**config.mk**
```make
export PLATFORM = sky130hd
export DESIGN_NAME = cnn_mac_seq
export DESIGN_NICKNAME = d
export VERILOG_FILES = /design/src/rtl/cnn_mac_pkg.sv /design/src/rtl/cnn_mac_seq_mul.sv /design/src/rtl/cnn_mac_seq.sv
export SDC_FILE = /design/constraint.sdc
export NUM_CORES = 1
export LEC_CHECK = 0
export ABC_AREA = 1
export CORE_UTILIZATION = 47
export CTS_BUF_LIST = sky130_fd_sc_hd__clkbuf_4
export CTS_CLUSTER_SIZE = 8
export DETAILED_ROUTE_END_ITERATION = 8
export MAX_ROUTING_LAYER = met4
export PLACE_DENSITY = 0.69
export SLEW_MARGIN = 40
export SYNTH_ARGS = -nofsm -noshare
export SYNTH_HDL_FRONTEND = slang
export SYNTH_SLANG_ARGS = --single-unit
```
**constraint.sdc**
```tcl
create_clock -name ap_clk -period 4 [get_ports ap_clk]
set_input_delay 0.4 -clock ap_clk [delete_from_list [all_inputs] [get_ports ap_clk]]
set_output_delay 0.4 -clock ap_clk [all_outputs]
set_load 0.01 [all_outputs]
```
**src/rtl/cnn_mac_pkg.sv**
```systemverilog
// Shared types and fixed-point constants for the sequential CNN MAC engine.
package cnn_mac_pkg;

  typedef enum logic [1:0] {
    IDLE  = 2'd0,
    RUN   = 2'd1,
    DRAIN = 2'd2,
    DONE  = 2'd3
  } state_t;

  localparam int A_W        = 14;
  localparam int B_W        = 7;
  localparam int P_W        = 21;
  localparam int FRAC_SHIFT = 7;
  localparam int OUT_MAX    = 8191;
  localparam int OUT_MIN    = -8192;

endpackage

```
**src/rtl/cnn_mac_seq_mul.sv**
```systemverilog
// Combinational signed Q6.8 activation times unsigned U0.7 weight, full 21-bit product.
module cnn_mac_seq_mul
  import cnn_mac_pkg::*;
(
  input  logic        [A_W-1:0] a,
  input  logic        [B_W-1:0] b,
  output logic signed [P_W-1:0] p
);

  logic signed [P_W-1:0] a_ext;
  logic signed [P_W-1:0] b_ext;

  // Weight is zero-extended so it is never read as negative.
  assign a_ext = {{(P_W-A_W){a[A_W-1]}}, a};
  assign b_ext = {{(P_W-B_W){1'b0}}, b};
  assign p     = a_ext * b_ext;

endmodule

```
**src/rtl/cnn_mac_seq.sv**
```systemverilog
// Sequential dot-product engine: streams N activation/weight pairs from two ROMs,
// accumulates the products and returns a floor-shifted, saturated Q6.8 result.
module cnn_mac_seq
  import cnn_mac_pkg::*;
#(
  parameter int LEN_W = 8,
  parameter int ACC_W = 29
) (
  input  logic             ap_clk,
  input  logic             ap_rst,
  input  logic             ap_start,
  output logic             ap_done,
  output logic             ap_idle,
  output logic             ap_ready,
  input  logic [LEN_W-1:0] len,
  output logic [LEN_W-1:0] a_address0,
  output logic             a_ce0,
  input  logic [A_W-1:0]   a_q0,
  output logic [LEN_W-1:0] b_address0,
  output logic             b_ce0,
  input  logic [B_W-1:0]   b_q0,
  output logic [A_W-1:0]   ap_return,
  output logic             sat,
  output state_t           fsm_state
);

  // Handshake: ap_start is only looked at while ap_idle=1 (one-cycle acceptance);
  // ap_ready pulses when the last input address is issued, ap_done pulses once
  // when ap_return/sat are valid, and they stay valid until the next acceptance.

  localparam logic signed [ACC_W-1:0] MAX_A = ACC_W'(OUT_MAX);
  localparam logic signed [ACC_W-1:0] MIN_A = ACC_W'(OUT_MIN);

  state_t                  state, state_nxt;
  logic        [LEN_W-1:0] n_q;
  logic        [LEN_W-1:0] cnt;
  logic                    drain_cnt;
  logic                    d_valid;
  logic                    p_valid;
  logic signed [P_W-1:0]   mul_p;
  logic signed [P_W-1:0]   prod_q;
  logic signed [ACC_W-1:0] acc;
  logic signed [ACC_W-1:0] shifted;
  logic                    last_issue;
  logic                    accept;

  cnn_mac_seq_mul u_mul (
    .a (a_q0),
    .b (b_q0),
    .p (mul_p)
  );

  assign accept     = (state == IDLE) && ap_start;
  assign last_issue = (state == RUN) && (cnt == n_q - LEN_W'(1));

  always_comb begin
    state_nxt = state;
    case (state)
      IDLE:    if (ap_start) state_nxt = (len == '0) ? DONE : RUN;
      RUN:     if (last_issue) state_nxt = DRAIN;
      DRAIN:   if (drain_cnt) state_nxt = DONE;
      DONE:    state_nxt = IDLE;
      default: state_nxt = IDLE;
    endcase
  end

  always_ff @(posedge ap_clk) begin
    if (ap_rst) begin
      state     <= IDLE;
      n_q       <= '0;
      cnt       <= '0;
      drain_cnt <= 1'b0;
      d_valid   <= 1'b0;
      p_valid   <= 1'b0;
      prod_q    <= '0;
      acc       <= '0;
    end else begin
      state     <= state_nxt;
      // ROM data lands one cycle after issue, product register one cycle later.
      d_valid   <= (state == RUN);
      p_valid   <= d_valid;
      prod_q    <= mul_p;
      drain_cnt <= (state == DRAIN) ? ~drain_cnt : 1'b0;
      if (accept) begin
        n_q <= len;
        cnt <= '0;
      end else if ((state == RUN) && !last_issue) begin
        cnt <= cnt + LEN_W'(1);
      end
      if (accept)
        acc <= '0;
      else if (p_valid)
        acc <= acc + {{(ACC_W-P_W){prod_q[P_W-1]}}, prod_q};
    end
  end

  assign shifted = acc >>> FRAC_SHIFT;

  always_comb begin
    sat       = 1'b0;
    ap_return = shifted[A_W-1:0];
    if (shifted > MAX_A) begin
      sat       = 1'b1;
      ap_return = A_W'(OUT_MAX);
    end else if (shifted < MIN_A) begin
      sat       = 1'b1;
      ap_return = A_W'(OUT_MIN);
    end
  end

  assign ap_idle    = (state == IDLE);
  assign ap_done    = (state == DONE);
  assign ap_ready   = last_issue || ((state == DONE) && (n_q == '0));
  assign a_ce0      = (state == RUN);
  assign b_ce0      = (state == RUN);
  assign a_address0 = (state == RUN) ? cnt : '0;
  assign b_address0 = (state == RUN) ? cnt : '0;
  assign fsm_state  = state;

endmodule

```
# Yosys cells after proc, flatten, opt, wreduce, memory -nomap -nowiden
# Cells that the tools add are included.
# totals
regBits	71
output_inout_bits	38
in_bits	32
elab_cells	45
# op_classes
n_addsub	3
magnitude_cmp	2
n_reduce_logical	12
mul	1
bitwise	2
n_eq_ne	7
n_mux	10
# ops
op	count
$add A29 B29 Y29	1
$mux W14	2
$gt A22 B14 Y1 const B	1
$lt A22 B14 Y1 const B	1
$mul A14 B8 Y21	1
$logic_not A8 Y1	2
$add A8 B1 Y8 const B	1
$eq A8 B8 Y1	1
$mux W2	4
$mux W8	1
$pmux W2 S4	1
$sub A8 B1 Y8 const B	1
$eq A2 B2 Y1 const B	2
$logic_and A1 B1 Y1	4
$ne A2 B2 Y1 const B	2
$reduce_or A2 Y1	2
$reduce_and A3 Y1	1
$eq A2 B1 Y1 const B	1
$logic_not A2 Y1	1
$mux W1	2
$ne A2 B1 Y1 const B	1
$not A1 Y1	2
$logic_not A1 Y1	1
$logic_or A1 B1 Y1	1

# Longest topological paths before layout
# logic_depth
word_depth	5
ltp_mapped	21
depth_no_buf	20

# Hierarchy
# A second synthesis with hierarchy kept.
# unflattened
cells_unflattened	1392
hier_area_um2	8949.8
# by_module_without_submodules
mod	area_per_inst_um2	cells_each	instances
cnn_mac_seq	4982.3	797	1
cnn_mac_seq_mul	3967.6	595	1

# Worst setup path after synthesis
# Ideal clock, no wire load.
# synth_path
path_kind	input to register
from	input port b_q0[2]
to	register prod_q[20]
slack_ns	-0.200
cell_stages	16
t_arrival_ns	4.073
path_buffers	1
setup_time_ns	0.128
path_cell_list	clkbuf_1 > nand2_1 > fa_1 > inv_1 > fa_1 > inv_1 > fa_1 > fa_1 > inv_1 > ha_1 > nand4_1 > nor2_1 > nand4_1 > nand4_1 > xor2_1 > nor2_1
# synth_between
elab_chain_len	1
# synth_lines
item	line	rtl
start: declaration	cnn_mac_seq.sv:21	input logic [B_W-1:0] b_q0,
$mul A14 B8 Y21	cnn_mac_seq_mul.sv:16	assign p = a_ext * b_ext;
end signal: assignment	cnn_mac_seq.sv:82	prod_q <= mul_p;
end: declaration	cnn_mac_seq.sv:41	logic signed [P_W-1:0] prod_q;
# Every way passes these cells.
# A chain may end at the register's enable or synchronous reset.

# Worst setup path after layout
# layout_path
from	input port a_q0[7]
to	register prod_q[18]
# layout_between
elab_chain_len	1
# layout_lines
item	line	rtl
start: declaration	cnn_mac_seq.sv:18	input logic [A_W-1:0] a_q0,
$mul A14 B8 Y21	cnn_mac_seq_mul.sv:16	
# Every way passes these cells.

==> flow_metrics.tcl <==
set metrics [dict create \
    outcome "finished with violations" \
    violations "DRC" \
    die_x_um 138.3 \
    synth.yosys.seq_area_share_pct 16.27 \
    synth_cells 1337 \
    max_cap_violations 0 \
    p_per_area_mw_per_mm2 524.2 \
    core-area_sq_mm 0.01809 \
    final_cells 1711 \
    syn2layout_area_growth_pct 22.69 \
    grt_max_degree 35 \
    synth_nets 1521 \
    end_kind "register" \
    grt_pass1_vias 8098 \
    wl_um 21780 \
    viasPerCell 4.863 \
    worst_slew_pin_slew_ns 0.6174 \
    drc_errors 12 \
    clkSinkCount 71 \
    globalplace.congestion 0.9848 \
    final_nets 1661 \
    critPathBufInv 7 \
    die_area_sq_mm 0.01913 \
    critPathArrivalTime_ns 4.21 \
    grt_overflow 0 \
    first_pass_iters 7 \
    layout-drive-gt1-share_pct 12.15 \
    ant_nets 0 \
    clock_latency_ns 0.46 \
    num_io_pins 70 \
    h-tree-depth 3 \
    synthArstFlopShare_pct 0 \
    path_clk_slew_ns 0.12 \
    antenna_found_initial 0 \
    chipHeight_um 138.3 \
    syn_avg_cell_area_sq_um 6.533 \
    holdPathStages 2 \
    fin_crit_sh_pct 96.54 \
    skew_ns 0.02674 \
    criticalPathCategory "input pin to register" \
    rows 49 \
    dp.final_hpwl_um 17900 \
    grt_pass1_wl_um 37400 \
    diodes 0 \
    tritoncts "done" \
    cts_max_path_buffers 2 \
    dp_cells 1691 \
    yosys.cell_types.count 35 \
    cp_top_family "adder cells" \
    hold_end "p_valid" \
    crit_fanout 4 \
    r2r-start "fsm_state[1]" \
    fmax_mhz 259.0 \
    rrSetupSlack_ns 1.69 \
    synthesis.area_sq_mm 0.008735 \
    irDropWorstVdd_mv 0.2826 \
    io_buffer_count 69 \
    wl_per_cell_um 12.73 \
    grt_usage_pct 24.53 \
    synth_edf_count 0 \
    ys_ff_latch 71 \
    cp_data_required_time_ns 4.35 \
    rsz0062_at_grt "yes" \
    slowest_stage "fa_1" \
    vias 8321 \
    final_util_pct 59.25 \
    final-max-slew-violation-count 0 \
    rr_endpoint "acc[24]" \
    setup_violations 0 \
    max-slew-margin-rel_pct 58.71 \
    start_util_pct 48.29 \
    startpoint_type "input pin" \
    leakagePower_nw 6.034 \
    cts_root_buf "clkbuf_4" \
    min_from "d_valid" \
    slowest_delay_ns 0.54 \
    min_path_type "register to register" \
    reg2reg_depth 11 \
    synth-main-ff-cell "dfxtp_1" \
    startpoint "a_q0[7]" \
    period_minus_slack_ns 3.862 \
    drt_iter0_markers 468 \
    cts_made_buffers 9 \
    yosysWarnings 0 \
    final_cell_mix "nand2_1 (325), inv_1 (325), nor2_1 (109)" \
    hold_violations 0 \
    cp_cell_sequence "clkdlybuf4s15_1, buf_4, nand2_1, fa_1, inv_1, fa_1, fa_1, inv_1, fa_1, inv_1, ha_1, nand2_2, nor2_2, inv_1, o21ai_2, buf_4, nand3_1, a21oi_1, nor2_1" \
]
==> how the worst max path moves through the flow <==
stage                      end  cells after the start
floorplan           prod_q[20]                     16
global placement    prod_q[20]                     19
detailed placement  prod_q[20]                     19
CTS                 prod_q[18]                     20
global route        prod_q[20]                     19
finish              prod_q[18]                     19
==> layer usage <==
metal	track usage (%)	up-vias	wire, um
li1	-	4317	-
met1	31.21	3821	10350
met2	41.12	156	10210
met3	3.464	27	866
met4	5.736	0	350
met5	-	-	0
==> synth_stat cells, types with 6 or more instances <==
master	number	share of area, %
nor2_1	113	4.9
o21ai_0	54	3.1
nand2_1	333	14
fa_1	75	17
xnor2_1	11	1.1
buf_4	9	0.77
ha_1	77	11
a21oi_2	6	0.60
inv_1	331	14
clkbuf_1	20	0.86
dfxtp_1	71	16
nand4_1	15	1.1
o21bai_1	7	0.60
a21oi_1	99	5.7
nor3_1	9	0.52
nand3_1	47	2.7
xor2_1	23	2.3
==> per-stage QoR <==
step | hold WS, ns | cell area [sq um] | setup slack (ns) | setup TNS (ns) | power [mW]
6_report | 0.4109 | 10720 | 0.1383 | 0 | 5.618
5_1_grt | 0.4448 | 10720 | -0.01484 | -0.01857 | 6.214
4_1_cts | 0.4121 | 10580 | 0.008281 | 0 | 5.378
3_5_place_dp | 0.3948 | 10260 | -0.7482 | -9.362 | 4.606
3_3_place_gp | 0.3960 | 10260 | -0.7119 | -8.494 | 4.567
2_1_floorplan | 0.3883 | 8767 | -0.03338 | -0.03338 | 3.263
==> timing repair <==
action | in CTS | in global routing
cloned | 2 | 1
pin swaps | 6 | 22
gates resized for setup | 37 | 52
hold buffers | 0 | 0
setup endpoints to repair | 13 | 13
setup buffers | 0 | 1
==> flip-flops by register name, indices dropped and copies added (netlist names) <==
register,count
prod_q,21
drain_cnt,1
d_valid,1
fsm_state,2
acc,29
n_q,8
cnt,8
p_valid,1
==> worst reg2reg max path, stage by stage, from the launching register on <==
cell and delay, ns:
dfxtp_1 0.39, inv_1 0.11, ha_1 0.21, nand2_1 0.26, inv_1 0.20, nor2_1 0.05
buf_4 0.16, inv_1 0.25, buf_4 0.37, a21oi_1 0.09, o21ai_0 0.10, inv_1 0.05
==> cell families after synthesis <==
logic type      count (synthesis)  synth area share [%]
compound gates                182                 11.32
buf+inv                       369                 16.40
fa+ha+maj                     152                 28.22
simple gates                  529                 24.38
flops                          71                 16.27
xor+xnor                       34                 3.409
==> layout make-up <==
cell class              instances  area [sq um]
inverters                     333          1250
fillers                      1675          7370
flip-flops and latches         71          1421
clock buffers                   9         67.56
multi-input cells             897          6142
clock inverters                 7         102.6
well taps                     229         286.5
repair buffers                165          1446
==> report_power, final <==
group / internal, mW / total, mW / leakage, nW / switching (mW)
Combinational: 1.85 / 4.10 / 5.36 / 2.25
Sequential: 0.850 / 0.964 / 0.581 / 0.114
Clock: 0.261 / 0.555 / 0.0875 / 0.294
(Power assumes the default switching activity.)
